**src/rtl/sprite_comm_pkg.sv**
```systemverilog
// Shared handshake codes, FSM states and default field layout for the sprite table.
package sprite_comm_pkg;

   localparam logic [1:0] REQ_IDLE   = 2'b00;
   localparam logic [1:0] REQ_WRITE  = 2'b01;
   localparam logic [1:0] REQ_COMMIT = 2'b10;
   localparam logic [1:0] REQ_CLEAR  = 2'b11;

   localparam logic [1:0] RSP_READY = 2'b00;
   localparam logic [1:0] RSP_ACK   = 2'b01;
   localparam logic [1:0] RSP_PEND  = 2'b10;
   localparam logic [1:0] RSP_ERR   = 2'b11;

   typedef enum logic [1:0] {
      ST_IDLE,
      ST_WAIT_FRAME,
      ST_ACK,
      ST_ERR
   } comm_state_t;

   localparam int X_W_DEF     = 10;
   localparam int Y_W_DEF     = 10;
   localparam int STATE_W_DEF = 3;
   localparam int TYPE_W_DEF  = 3;

   // Entry packing, LSB upward: x, y, state, type.
   localparam int X_OFF     = 0;
   localparam int Y_OFF     = X_OFF + X_W_DEF;
   localparam int STATE_OFF = Y_OFF + Y_W_DEF;
   localparam int TYPE_OFF  = STATE_OFF + STATE_W_DEF;
   localparam int ENTRY_W_DEF = TYPE_OFF + TYPE_W_DEF;

endpackage

```
**src/rtl/sprite_table_comm_if.sv**
```systemverilog
// Software-side handshake bundle: request code, index and data in, response code out.
interface sprite_table_comm_if;
   logic [1:0]  to_hw_sig;
   logic [7:0]  sw_index;
   logic [31:0] sw_data;
   logic [1:0]  to_sw_sig;

   modport master (output to_hw_sig, output sw_index, output sw_data, input to_sw_sig);
   modport slave  (input to_hw_sig, input sw_index, input sw_data, output to_sw_sig);
endinterface

```
**src/rtl/sprite_entry_bank.sv**
```systemverilog
// Storage for one sprite entry. With SPRITE_TABLE_DOUBLE_BUFFER_EN a pending copy
// is written/cleared and moved to the active copy on commit; otherwise active is written directly.
module sprite_entry_bank #(
   parameter int ENTRY_W = 26
) (
   input  logic               clk,
   input  logic               reset,
   input  logic               wr_en,
   input  logic               clr_en,
`ifdef SPRITE_TABLE_DOUBLE_BUFFER_EN
   input  logic               commit_en,
`endif
   input  logic [ENTRY_W-1:0] wr_data,
   output logic [ENTRY_W-1:0] active
);

`ifdef SPRITE_TABLE_DOUBLE_BUFFER_EN
   logic [ENTRY_W-1:0] pending;

   always_ff @(posedge clk) begin
      if (reset) begin
         pending <= '0;
         active  <= '0;
      end else begin
         if (clr_en)
            pending <= '0;
         else if (wr_en)
            pending <= wr_data;
         if (commit_en)
            active <= pending;
      end
   end
`else
   always_ff @(posedge clk) begin
      if (reset)
         active <= '0;
      else if (clr_en)
         active <= '0;
      else if (wr_en)
         active <= wr_data;
   end
`endif

endmodule

```
**src/rtl/sprite_table_comm.sv**
```systemverilog
// Sprite table fed by a four-phase software handshake; holds the FSM and index decode.
// SPRITE_TABLE_DOUBLE_BUFFER_EN selects frame-synchronous commit through a pending bank.
//
// state       | meaning
// ST_IDLE     | ready, decoding to_hw_sig
// ST_WAIT_FRAME| commit requested, waiting for frame_start
// ST_ACK      | request done, waiting for to_hw_sig = 00
// ST_ERR      | bad index, waiting for to_hw_sig = 00
module sprite_table_comm
   import sprite_comm_pkg::*;
#(
   parameter int NUM_SPRITES = 16,
   parameter int X_W         = X_W_DEF,
   parameter int Y_W         = Y_W_DEF,
   parameter int STATE_W     = STATE_W_DEF,
   parameter int TYPE_W      = TYPE_W_DEF
) (
   input  logic                           clk,
   input  logic                           reset,
   sprite_table_comm_if.slave             sw,
   input  logic                           frame_start,
   output logic [NUM_SPRITES*X_W-1:0]     sprite_x,
   output logic [NUM_SPRITES*Y_W-1:0]     sprite_y,
   output logic [NUM_SPRITES*STATE_W-1:0] sprite_state,
   output logic [NUM_SPRITES*TYPE_W-1:0]  sprite_type,
   output logic                           frame_commit
);

   localparam int Y_LSB   = X_W;
   localparam int S_LSB   = Y_LSB + Y_W;
   localparam int T_LSB   = S_LSB + STATE_W;
   localparam int ENTRY_W = T_LSB + TYPE_W;

   comm_state_t state, state_nxt;
   logic [1:0]  rsp_nxt;
   logic        commit_pulse_nxt;
   logic        wr_go, clr_go, idx_ok;
   logic        commit_go;

   assign idx_ok = {1'b0, sw.sw_index} < 9'(NUM_SPRITES);

   always_ff @(posedge clk) begin
      if (reset) begin
         state        <= ST_IDLE;
         sw.to_sw_sig <= RSP_READY;
         frame_commit <= 1'b0;
      end else begin
         state        <= state_nxt;
         sw.to_sw_sig <= rsp_nxt;
         frame_commit <= commit_pulse_nxt;
      end
   end

   always_comb begin
      state_nxt = state;
      case (state)
         ST_IDLE: begin
            case (sw.to_hw_sig)
               REQ_WRITE:  state_nxt = idx_ok ? ST_ACK : ST_ERR;
`ifdef SPRITE_TABLE_DOUBLE_BUFFER_EN
               REQ_COMMIT: state_nxt = ST_WAIT_FRAME;
`else
               REQ_COMMIT: state_nxt = ST_ACK;
`endif
               REQ_CLEAR:  state_nxt = ST_ACK;
               default:    state_nxt = ST_IDLE;
            endcase
         end
`ifdef SPRITE_TABLE_DOUBLE_BUFFER_EN
         // A frame_start coinciding with the abort still wins: the request was live.
         ST_WAIT_FRAME: begin
            if (frame_start)
               state_nxt = ST_ACK;
            else if (sw.to_hw_sig == REQ_IDLE)
               state_nxt = ST_IDLE;
         end
`endif
         ST_ACK, ST_ERR: begin
            if (sw.to_hw_sig == REQ_IDLE)
               state_nxt = ST_IDLE;
         end
         default: state_nxt = ST_IDLE;
      endcase
   end

   always_comb begin
      wr_go     = (state == ST_IDLE) && (sw.to_hw_sig == REQ_WRITE) && idx_ok;
      clr_go    = (state == ST_IDLE) && (sw.to_hw_sig == REQ_CLEAR);
`ifdef SPRITE_TABLE_DOUBLE_BUFFER_EN
      commit_go = (state == ST_WAIT_FRAME) && frame_start;
      commit_pulse_nxt = commit_go;
`else
      commit_go = 1'b0;
      commit_pulse_nxt = wr_go || clr_go;
`endif
      case (state_nxt)
         ST_WAIT_FRAME: rsp_nxt = RSP_PEND;
         ST_ACK:        rsp_nxt = RSP_ACK;
         ST_ERR:        rsp_nxt = RSP_ERR;
         default:       rsp_nxt = RSP_READY;
      endcase
   end

`ifndef SPRITE_TABLE_DOUBLE_BUFFER_EN
   logic unused_single;
   assign unused_single = frame_start ^ commit_go;
`endif

   if (ENTRY_W < 32) begin : g_hi
      logic unused_hi;
      assign unused_hi = ^sw.sw_data[31:ENTRY_W];
   end

   for (genvar i = 0; i < NUM_SPRITES; i++) begin : g_entry
      logic [ENTRY_W-1:0] act;

      sprite_entry_bank #(.ENTRY_W(ENTRY_W)) u_bank (
         .clk       (clk),
         .reset     (reset),
         .wr_en     (wr_go && (sw.sw_index == 8'(i))),
         .clr_en    (clr_go),
`ifdef SPRITE_TABLE_DOUBLE_BUFFER_EN
         .commit_en (commit_go),
`endif
         .wr_data   (sw.sw_data[ENTRY_W-1:0]),
         .active    (act)
      );

      assign sprite_x[i*X_W +: X_W]             = act[X_W-1:0];
      assign sprite_y[i*Y_W +: Y_W]             = act[Y_LSB +: Y_W];
      assign sprite_state[i*STATE_W +: STATE_W] = act[S_LSB +: STATE_W];
      assign sprite_type[i*TYPE_W +: TYPE_W]    = act[T_LSB +: TYPE_W];
   end

endmodule

```
**src/flat_wrapper.sv**
```systemverilog
// flat-port wrapper written by rule: the top's interface ports become plain ports
module sprite_table_comm_flat import sprite_comm_pkg::*;
#(
   parameter int NUM_SPRITES = 16,
   parameter int X_W         = X_W_DEF,
   parameter int Y_W         = Y_W_DEF,
   parameter int STATE_W     = STATE_W_DEF,
   parameter int TYPE_W      = TYPE_W_DEF
)
  (clk, reset, frame_start, sprite_x, sprite_y, sprite_state, sprite_type, frame_commit, sw_to_hw_sig, sw_sw_index, sw_sw_data, sw_to_sw_sig);
  sprite_table_comm_if sw_i ();
  input  logic clk;
  input  logic reset;
  input  logic frame_start;
  output logic [NUM_SPRITES*X_W-1:0] sprite_x;
  output logic [NUM_SPRITES*Y_W-1:0] sprite_y;
  output logic [NUM_SPRITES*STATE_W-1:0] sprite_state;
  output logic [NUM_SPRITES*TYPE_W-1:0] sprite_type;
  output logic frame_commit;
  input wire logic [$bits(sw_i.to_hw_sig)-1:0] sw_to_hw_sig;
  input wire logic [$bits(sw_i.sw_index)-1:0] sw_sw_index;
  input wire logic [$bits(sw_i.sw_data)-1:0] sw_sw_data;
  output wire logic [$bits(sw_i.to_sw_sig)-1:0] sw_to_sw_sig;
  assign sw_i.to_hw_sig = sw_to_hw_sig;
  assign sw_i.sw_index = sw_sw_index;
  assign sw_i.sw_data = sw_sw_data;
  assign sw_to_sw_sig = sw_i.to_sw_sig;
  sprite_table_comm #(.NUM_SPRITES(NUM_SPRITES), .X_W(X_W), .Y_W(Y_W), .STATE_W(STATE_W), .TYPE_W(TYPE_W)) u_core (.clk(clk), .reset(reset), .sw(sw_i), .frame_start(frame_start), .sprite_x(sprite_x), .sprite_y(sprite_y), .sprite_state(sprite_state), .sprite_type(sprite_type), .frame_commit(frame_commit));
endmodule
```
**config.mk**
```make
export PLATFORM = sky130hd
export DESIGN_NAME = sprite_table_comm_flat
export DESIGN_NICKNAME = d
export VERILOG_FILES = /design/src/rtl/sprite_comm_pkg.sv /design/src/rtl/sprite_table_comm_if.sv /design/src/rtl/sprite_entry_bank.sv /design/src/rtl/sprite_table_comm.sv /design/src/flat_wrapper.sv
export SDC_FILE = /design/constraint.sdc
export NUM_CORES = 1
export LEC_CHECK = 0
export ABC_CLOCK_PERIOD_IN_PS = 1500
export BUFFER_PORTS_ARGS = -buffer_cell sky130_fd_sc_hd__buf_2
export CAP_MARGIN = 20
export CORE_ASPECT_RATIO = 0.9
export CORE_MARGIN = 5
export CORE_UTILIZATION = 47
export CTS_CLUSTER_DIAMETER = 60
export DETAILED_ROUTE_END_ITERATION = 6
export GPL_ROUTABILITY_DRIVEN = 0
export MAX_ROUTING_LAYER = met4
export PLACE_DENSITY = 0.76
export SLEW_MARGIN = 20
export SYNTH_ARGS = -nofsm -noshare
export SYNTH_HDL_FRONTEND = slang
export SYNTH_SLANG_ARGS = --single-unit
```
**constraint.sdc**
```tcl
create_clock -name clk -period 1.5 [get_ports clk]
set_input_delay 0.3 -clock clk [delete_from_list [all_inputs] [get_ports clk]]
set_output_delay 0.3 -clock clk [all_outputs]
set_load 0.01 [all_outputs]
```
==> results of run 1 <==
## cell type report
class,instances,share of cell area (%)
diodes,7,0.08136
repair buffers,605,20.46
flip-flops and latches,420,39.06
inverters,2,0.06974
clock buffers,62,5.904
well taps,462,2.685
multi-input cells,893,30.99
clock inverters,18,0.7555
## metal layers
layer	vias up	global-route usage [%]
met5	-	-
met4	0	12.92
met3	155	5.095
met2	604	44.67
met1	6810	32.49
li1	6295	-
## per-stage QoR
step	TNS [ns]	hold slack, ns	std cells
floorplan	-11.51	0.3617	1490
global placement	-29.24	0.4532	2361
detailed placement	-32.82	0.4608	2361
CTS	-2.777	0.03179	2448
global route	-28.20	0.04998	2468
finish	-4.769	0.05045	2469
## power by group through the flow
| stage | registers (mW) | logic, mW | clock network [mW] |
|---|---|---|---|
| 2_1_floorplan | 11.4 | 0.571 | 0 |
| 4_1_cts | 11.2 | 1.33 | 10.9 |
| 3_3_place_gp | 11.4 | 1.26 | 0 |
| 6_report | 11.2 | 1.35 | 10.8 |
| 3_5_place_dp | 11.4 | 1.28 | 0 |
| 5_1_grt | 11.2 | 1.43 | 11.5 |
## worst max-delay path, stage by stage, from the launching register on
cell and delay [ns]:
sky130_fd_sc_hd__dfxtp_2 0.35, sky130_fd_sc_hd__nor4b_4 0.32, sky130_fd_sc_hd__buf_12 0.18, sky130_fd_sc_hd__nand4_1 0.11, sky130_fd_sc_hd__buf_6 0.17, sky130_fd_sc_hd__clkbuf_16 0.19, sky130_fd_sc_hd__mux2i_1 0.19
## path summary, 6_finish.rpt
check | endpoint | slack, ns | cells past startpoint
worst max-delay path | u_core.g_entry[4].u_bank.active[18] | -0.08 | 6
worst min register to register | u_core.g_entry[7].u_bank.active[15] | 0.47 | 2
worst max register to register | u_core.g_entry[4].u_bank.active[18] | -0.08 | 6
worst min-delay path | u_core.state[0] | 0.05 | 2
## logic make-up (layout without fill, tap and decap cells)
group | after synthesis | after routing | synth area share (%)
flops | 420 | 420 | 52.58
simple gates | 473 | 473 | 15.23
mux | 416 | 416 | 26.04
buf+inv | 177 | 687 | 5.962
other cells | 0 | 7 | 0
compound gates | 4 | 4 | 0.1878
## cell usage after synthesis, drive strengths merged
| master | number | share of area (%) |
|---|---|---|
| nor2 | 5 | 0.12 |
| dfxtp | 420 | 53 |
| o22ai | 1 | 0.039 |
| nor4b | 1 | 0.15 |
| clkbuf | 79 | 1.9 |
| nand4 | 16 | 0.63 |
| nand4bb | 2 | 0.14 |
| nand3 | 442 | 14 |
| nor4 | 1 | 0.13 |
| inv | 2 | 0.047 |
| mux2i | 416 | 26 |
| buf | 96 | 4.1 |
| a21oi | 1 | 0.031 |
| nor2b | 4 | 0.16 |
| and2 | 2 | 0.078 |
| o2111a | 1 | 0.070 |
| o211ai | 1 | 0.047 |
## registers in the layout, indices dropped and copies added, names as in the netlist
| register | flops |
|---|---|
| u_core.state | 2 |
| u_core.frame_commit | 1 |
| u_core.g_entry.u_bank.active | 416 |
| u_core.sw.to_sw_sig | 1 |
## what timing repair did
action	CTS	global route
gates cloned	4	7
buffers inserted	3	7
pin swaps	5	7
gates resized for setup	16	13
setup endpoints to repair	401	417
==> impl_metrics.tcl, run 1 <==
set metrics [dict create \
    first_pass_iters 7 \
    total_routed_wire_length_on_the_met1_layer_um 21620 \
    synth.lib_cells_used.distinct 21 \
    globalRouteOverflowTotal 0 \
    design.die.area_um2 37820 \
    synth.ff_latch_count 420 \
    h-tree-depth 2 \
    syn_inst 1490 \
    intPower_mw 17.95 \
    cts_buffer_depth 3 \
    post_drt_wl_per_cell_um 22.09 \
    min_period_ns 1.582 \
    syn2layout_area_growth_pct 34.64 \
    max-slew-margin-rel_pct 72.31 \
    fin_worst_skew_ns 0.01571 \
    place.detailed.hpwl_um 35790 \
    remaining_drc_errors 0 \
    power_per_standard_cell_area_nw_per_um2 1082 \
    postSynthNetCount 1535 \
    fp.dieH_um 185.0 \
    ys_seq_area_share_pct 52.58 \
    total_power_mw 23.30 \
    design.final.nets 2011 \
    count_of_pins_over_their_slew_limit 0 \
    cp.arrival_ns 2.04 \
    fmax_ghz 0.6323 \
    timing.rr.start "u_core.state[0]" \
    detailedRoute.firstIterationViolations 1000 \
    routed_wirelength_um 54530 \
    mostFrequentLayoutCell "sky130_fd_sc_hd__buf_2" \
    maxCapViolCount 0 \
    p_sw_mw 5.346 \
    grt.total_usage_pct 27.19 \
    hold_path.class "input pin to register" \
    row_count 64 \
    combPwrFrac_pct 5.8 \
    largest_net_degree_at_the_start_of_global_routing 42 \
    worst_setup_path_start_kind "register" \
    synthesis.yosys.warnings 0 \
    seqCellArea_um2 8411 \
    n_fill_cell 2665 \
    crit_fanout 16 \
    met2WireLength_um 26340 \
    final_hold_viol_count 0 \
    tritoncts_num_sinks 420 \
    ir_drop_v 0.001025 \
    dpl_worst_slack_ns -0.1977 \
    port-buffer-count 456 \
    syn_avg_cell_area_um2 10.73 \
    seqPwrFrac_pct 48.0 \
    first_global_vias 13687 \
    status "complete, but fails checks" \
    antenna_found_initial 6 \
    worst_slew_pin_slew_ns 0.4154 \
    postLayoutCoreUtil_pct 63.71 \
    number_of_buffers_inserted_by_hold_repair_at_cts 0 \
    leakagePower_nw 12.23 \
    clkTransAtPathRegs_ns 0.06 \
    final_critical_path_setup_slack_ns -0.08155 \
    violations "setup timing" \
    master_cell_of_the_clock_root_buffer "sky130_fd_sc_hd__clkbuf_16" \
    routed_via_density 5.615 \
    swShare_pct 22.95 \
    top_signal_layer_used "met4" \
    routed-wl-met3_um 3864 \
    pin_count 464 \
    setup.worst_path.end_class "register" \
    multi_input_comb_area_um2 6671 \
    cp.required_ns 1.96 \
    fp.dieW_um 204.4 \
    postPlaceCellArea_um2 19620 \
    via_count 13864 \
    finalSetupViolations 197 \
    worstSetupPathType "register to register" \
    fp.coreArea_um2 33790 \
    numCtsBuffers 44 \
    power.clock.fraction_pct 46.2 \
    drive_gt1_share_pct 34.30 \
    tritoncts "yes" \
    initial_core_utilization_pct 47.32 \
    worstSkewPairLatency_ns 0.55 \
    first_pass_grt_wire_length_um 79070 \
    hold_path.startpoint "reset" \
    finish.instance_area_um2 21530 \
    critical_path.startpoint "u_core.state[0]" \
    synth_area_um2 15990 \
    leading_cell_types_in_the_layout_fill_and_taps_excluded "456 x sky130_fd_sc_hd__buf_2, 437 x sky130_fd_sc_hd__nand3_1, 418 x sky130_fd_sc_hd__dfxtp_1, 416 x sky130_fd_sc_hd__mux2i_1, 64 x sky130_fd_sc_hd__buf_4" \
    postRouteAntennaNets 0 \
    unrepaired_setup_endpoints_after_global_routing "yes" \
    min_period_over_period_pct 105.4 \
]
Note: power is estimated with default switching activity, not from simulation.
==> run 2: changes to the inputs <==
Settings changed: ABC_CLOCK_PERIOD_IN_PS 1500 to 2000, CORE_UTILIZATION 47 to 54, CTS_BUF_LIST set to sky130_fd_sc_hd__clkbuf_4, PLACE_DENSITY 0.76 to 0.83.
Clock period 1.5 ns to 2 ns, I/O delays scaled along.
==> impl_metrics.tcl, run 2 (synthesized netlist as in run 1, its figures left out) <==
set metrics [dict create \
    status "complete, no violations" \
    reg_top3 "u_core.g_entry.u_bank.active (416), u_core.state (2)" \
    initial_core_utilization_pct 54.98 \
    final_hold_viol_count 0 \
    maxCapViolCount 0 \
    grt-busiest-layer "met2" \
    setup.worst_path.end_class "register" \
    fp.dieW_um 191.4 \
    design.die.area_um2 33160 \
    cts_buffer_depth 3 \
    crit_fanout 55 \
    largest_register_ffs 416 \
    unrepaired_setup_endpoints_after_global_routing "no" \
    antenna_found_initial 3 \
    register_to_register_setup_slack_ns 0.19 \
    min_period_ns 1.814 \
    worst_setup_path_start_kind "register" \
    cp.arrival_ns 2.45 \
    grt_util_met3_pct 6.806 \
    worst_slew_pin_slew_ns 0.3968 \
    min_period_over_period_pct 90.71 \
    use_met1_pct 33.91 \
    design.final.nets 2008 \
    globalRouteOverflowTotal 0 \
    first_pass_grt_wire_length_um 77380 \
    fp.dieH_um 173.3 \
    largest_net_degree_at_the_start_of_global_routing 79 \
    via_count 13944 \
    grt.met2_usage_pct 49.11 \
    ir_drop_v 0.0006635 \
    worstSkewPairLatency_ns 0.71 \
    tritoncts_num_sinks 420 \
    tritoncts "yes" \
    finalSetupViolations 0 \
    power_per_standard_cell_area_nw_per_um2 795.1 \
    postRouteAntennaNets 0 \
    finalSetupTns_ns 0 \
    leading_cell_types_in_the_layout_fill_and_taps_excluded "456 x sky130_fd_sc_hd__buf_2, 442 x sky130_fd_sc_hd__nand3_1, 420 x sky130_fd_sc_hd__dfxtp_1, 416 x sky130_fd_sc_hd__mux2i_1, 143 x sky130_fd_sc_hd__clkbuf_4" \
    grt.total_usage_pct 30.04 \
    clkTransAtPathRegs_ns 0.07 \
    port-buffer-count 456 \
    cp.required_ns 2.64 \
    fin_worst_skew_ns 0.06181 \
    count_of_pins_over_their_slew_limit 0 \
    routed_wirelength_um 50610 \
    h-tree-depth 3 \
    row_count 59 \
    master_cell_of_the_clock_root_buffer "sky130_fd_sc_hd__clkbuf_4" \
    largest_register "u_core.g_entry.u_bank.active" \
    hold_path.class "input pin to register" \
    first_pass_iters 7 \
    max-slew-margin-rel_pct 73.55 \
    fp.coreArea_um2 29090 \
    pin_count 464 \
    drive_gt1_share_pct 34.42 \
    worstSetupPathType "register to register" \
    fmax_ghz 0.5512 \
    leakagePower_nw 11.73 \
    routed_via_density 5.738 \
    detailedRoute.firstIterationViolations 970 \
    syn2layout_area_growth_pct 26.48 \
    first_global_vias 14028 \
    place.detailed.hpwl_um 34280 \
    finish.instance_area_um2 20230 \
    total_power_mw 16.08 \
    remaining_drc_errors 0 \
    numCtsBuffers 101 \
    post_drt_wl_per_cell_um 20.83 \
    mostFrequentLayoutCell "sky130_fd_sc_hd__buf_2" \
    postPlaceCellArea_um2 18920 \
]
-- run 2: changes by cell type in the layout (fill, tap and decap cells not counted), sizes merged --
cell,before,now
diode,7,3
clkinvlp,2,0
dlygate4sd3,0,4
clkbuf,69,143
clkinv,13,23
inv,3,5
buf,597,541
bufbuf,1,0
-- run 2: cell type report --
cell class                      instances  area, um^2
Antenna cell                            3       7.507
Clock buffer                          143        1074
Clock inverter                         28       182.7
Fill cell                            2177        8859
Inverter                                2       15.01
Multi-Input combinational cell        893        6646
Sequential cell                       420        8408
Tap cell                              396       495.5
Timing Repair Buffer                  545        3398
-- run 2: critical path: stages, from the launching register on --
cell and delay [ns]:
sky130_fd_sc_hd__dfxtp_1 0.48, sky130_fd_sc_hd__nand4bb_4 0.27, sky130_fd_sc_hd__buf_12 0.26, sky130_fd_sc_hd__nand3_1 0.28, sky130_fd_sc_hd__buf_12 0.25, sky130_fd_sc_hd__mux2i_1 0.16
-- run 2: path summary, 6_finish.rpt --
check,start,end,depth (start not counted)
setup / recovery,u_core.state[0],u_core.g_entry[11].u_bank.active[23],5
hold / removal,sw_sw_data[13],u_core.g_entry[15].u_bank.active[13],3
setup reg to reg,u_core.state[0],u_core.g_entry[11].u_bank.active[23],5
hold reg to reg,u_core.g_entry[10].u_bank.active[3],u_core.g_entry[10].u_bank.active[3],2
-- run 2: what timing repair did --
action,in CTS,in global routing
setup endpoints to repair,0,1
setup buffers,0,1
gates resized for setup,0,0
hold endpoints to repair,5,0
hold buffers,4,0
-- run 2: per-layer routing --
metal,up-vias,share of wire [%]
li1,6306,-
met1,6818,38
met2,628,49
met3,192,7.6
met4,0,5.6
met5,-,0
-- run 2: metrics by stage --
step,hold WS (ns),setup slack (ns),util [%],instances
final,0.09745,0.1859,69.54,2430
after global routing,0.06989,0.08796,69.54,2430
after CTS,0.02482,0.1075,69.49,2426
after detailed placement,0.4608,-0.005212,65.03,2251
after global placement,0.4527,0.08069,65.03,2251
after floorplan,0.4691,0.3304,-,1490
-- run 2: report_power, final --
group	internal (mW)	total (mW)	switching (mW)
Clock	3.56	6.88	3.33
Sequential	8.37	8.37	0.00712
Combinational	0.240	0.823	0.582
Total	12.2	16.1	3.92
==> run 3: changes to the inputs <==
Settings changed: CORE_UTILIZATION 54 to 35, PLACE_DENSITY 0.83 to not set, SYNTH_HIERARCHICAL set to 1.
==> impl_metrics.tcl, run 3 <==
set metrics [dict create \
    status "complete, no violations" \
    crit_fanout 26 \
    setup.worst_path.end_class "register" \
    initial_core_utilization_pct 35.42 \
    finalSetupViolations 0 \
    design.die.area_um2 49080 \
    synth_area_um2 15660 \
    use_met1_pct 25.04 \
    min_period_ns 1.948 \
    power_per_standard_cell_area_nw_per_um2 804.4 \
    fp.coreArea_um2 44210 \
    post-synth-top-area-fraction_pct 53.70 \
    first_global_vias 12208 \
    ys_top_cells_by_area "sky130_fd_sc_hd__dfxtp_1 54%, sky130_fd_sc_hd__mux2i_1 27%, sky130_fd_sc_hd__nor2_1 10%" \
    dominant_cell_type_by_area_after_synthesis "sky130_fd_sc_hd__dfxtp_1" \
    remaining_drc_errors 0 \
    synthesis.yosys.warnings 6 \
    place.detailed.hpwl_um 34890 \
    count_of_pins_over_their_slew_limit 0 \
    syn_inst 1402 \
    ir_drop_v 0.0004333 \
    drive_gt1_share_pct 34.81 \
    tritoncts "yes" \
    grt_util_met3_pct 6.465 \
    yosys.cell_count.top_type "sky130_fd_sc_hd__nor2_1" \
    hold_ws_ns 0.08956 \
    synth.cells.most_frequent "433 x sky130_fd_sc_hd__nor2_1, 420 x sky130_fd_sc_hd__dfxtp_1, 416 x sky130_fd_sc_hd__mux2i_1, 64 x sky130_fd_sc_hd__buf_6, 32 x sky130_fd_sc_hd__buf_8" \
    fmax_ghz 0.5135 \
    largest_register "u_core/g_entry.u_bank/active" \
    syn_avg_cell_area_um2 11.17 \
    postSynth.topFlopCell "sky130_fd_sc_hd__dfxtp_1" \
    largest_net_degree_at_the_start_of_global_routing 27 \
    fin_worst_skew_ns 0.02778 \
    clkTransAtPathRegs_ns 0.07 \
    critPathBufInv 3 \
    antenna_found_initial 6 \
    mostFrequentLayoutCell "sky130_fd_sc_hd__buf_2" \
    cts_buffer_depth 3 \
    leakagePower_nw 8.234 \
    n_fill_cell 4324 \
    worstSkewPairLatency_ns 0.84 \
    design.final.nets 1986 \
    crit_top_cell "sky130_fd_sc_hd__buf_4" \
    worst_slew_pin_slew_ns 0.5898 \
    port-buffer-count 456 \
    crit_chain "nor4b_4, buf_4, nand4_1, buf_4, nor3_4, buf_12, mux2i_1, nor2_1" \
    tritoncts_num_sinks 420 \
    async_flop_share_pct 0 \
    first_pass_grt_wire_length_um 74950 \
    detailedRoute.firstIterationViolations 585 \
    row_count 73 \
    total_power_mw 15.86 \
    worstSetupPathType "register to register" \
    pin_count 464 \
    syn2layout_area_growth_pct 25.93 \
    grt.met2_usage_pct 33.03 \
    ys_seq_area_share_pct 53.70 \
    post_drt_wl_per_cell_um 19.53 \
    globalRouteOverflowTotal 0 \
    final_hold_viol_count 0 \
    worst_path_largest_cell_delay_ns 0.34 \
    cp.required_ns 2.70 \
    synth_enable_flop_cells 0 \
    routed_wirelength_um 51040 \
    min_period_over_period_pct 97.38 \
    fp.dieW_um 233.0 \
    master_cell_of_the_clock_root_buffer "sky130_fd_sc_hd__clkbuf_4" \
    synth.lib_cells_used.distinct 20 \
    h-tree-depth 3 \
    routed_via_density 4.606 \
    hold_path.class "input pin to register" \
    reg_top3 "u_core/g_entry.u_bank/active (416), u_core/state (2)" \
    fp.dieH_um 210.7 \
    numCtsBuffers 108 \
    critical-path-slowest-cell "sky130_fd_sc_hd__dfxtp_2" \
    cp.arrival_ns 2.65 \
    grt-busiest-layer "met2" \
    postRouteAntennaNets 0 \
    grt.total_usage_pct 20.60 \
    via_count 12036 \
    first_pass_iters 6 \
    largest_register_ffs 416 \
    leading_cell_types_in_the_layout_fill_and_taps_excluded "456 x sky130_fd_sc_hd__buf_2, 421 x sky130_fd_sc_hd__nor2_1, 419 x sky130_fd_sc_hd__dfxtp_1, 415 x sky130_fd_sc_hd__mux2i_1, 154 x sky130_fd_sc_hd__clkbuf_4" \
    postSynthNetCount 1447 \
    max-slew-margin-rel_pct 60.68 \
    cpLargestDelayFamily "buffers and inverters" \
    worst_setup_path_start_kind "register" \
    synth.ff_latch_count 420 \
    maxCapViolCount 0 \
]
-- run 3: changes by cell type in the layout (fill, tap and decap cells not counted), sizes merged, moves of 4 or more --
cell	before	now
dlygate4sd3	4	10
nor2	5	433
or2	0	16
nor2b	4	0
nand3	442	1
clkinv	23	19
buf	541	515
nor3	0	4
nand4	16	1
diode	3	8
clkbuf	143	155
-- run 3: final cells by class --
| cell class | count | area, um^2 | area share (%) |
|---|---|---|---|
| multi-input cells | 884 | 6172 | 31.30 |
| diodes | 8 | 20.02 | 0.1015 |
| clock buffers | 154 | 1156 | 5.863 |
| well taps | 600 | 750.7 | 3.807 |
| clock inverters | 20 | 82.58 | 0.4188 |
| flip-flops and latches | 420 | 8409 | 42.65 |
| inverters | 1 | 3.754 | 0.01904 |
| repair buffers | 526 | 3124 | 15.84 |
-- run 3: per-stage QoR --
step	utilization, %	area [um^2]	worst slack, ns	std cells	TNS [ns]
2_1_floorplan	-	15660	0.1911	1402	0
3_3_place_gp	41.30	18260	-0.2949	2416	-75.85
3_5_place_dp	41.30	18260	-0.3634	2416	-84.32
4_1_cts	44.35	19610	0.008652	2600	0
5_1_grt	44.61	19720	-0.02948	2613	-0.2330
6_report	44.61	19720	0.05248	2613	0
-- run 3: path summary, 6_finish.rpt --
| kind | from | end | cells after the start | slack, ns |
|---|---|---|---|---|
| max | u_core/state[0] | u_core/g_entry[3].u_bank/active[10] | 8 | 0.05 |
| min | sw_sw_data[2] | u_core/g_entry[3].u_bank/active[2] | 3 | 0.09 |
| max reg2reg | u_core/state[0] | u_core/g_entry[3].u_bank/active[10] | 8 | 0.05 |
| min reg2reg | u_core/g_entry[9].u_bank/active[23] | u_core/g_entry[9].u_bank/active[23] | 2 | 0.48 |
-- run 3: what timing repair did --
item                                    in CTS  in global routing
hold buffers                                10                  0
gates cloned                                 0                  2
endpoints found under the setup margin      23                400
resized for setup                            3                  8
hold endpoints to repair                    24                  0
buffers inserted                             0                  3
pin swaps                                    0                  1
-- run 3: cells by family after synthesis --
group	after synthesis	synth area share (%)
compound gates	4	0.1678
flops	420	53.70
simple gates	464	11.80
buf+inv	98	7.743
mux	416	26.59
-- run 3: power breakdown --
| group | total [mW] | switching [mW] | internal [mW] |
|---|---|---|---|
| logic | 0.648 | 0.507 | 0.141 |
| clock network | 6.84 | 3.35 | 3.49 |
| registers | 8.37 | 0.00446 | 8.37 |
| total | 15.9 | 3.86 | 12.0 |
-- run 3: worst register-to-register path, cell delays in order, from the launching register on --
cell                      delay [ns]
sky130_fd_sc_hd__dfxtp_2        0.34
sky130_fd_sc_hd__nor4b_4        0.24
sky130_fd_sc_hd__buf_4          0.18
sky130_fd_sc_hd__nand4_1        0.14
sky130_fd_sc_hd__buf_4          0.21
sky130_fd_sc_hd__nor3_4         0.16
sky130_fd_sc_hd__buf_12         0.25
sky130_fd_sc_hd__mux2i_1        0.25
sky130_fd_sc_hd__nor2_1         0.05
-- run 3: per-layer routing --
| metal | routed length (um) | vias up |
|---|---|---|
| met1 | 21530 | 5729 |
| li1 | - | 5777 |
| met3 | 4021 | 75 |
| met4 | 1029 | 0 |
| met2 | 24460 | 455 |
| met5 | 0 | - |
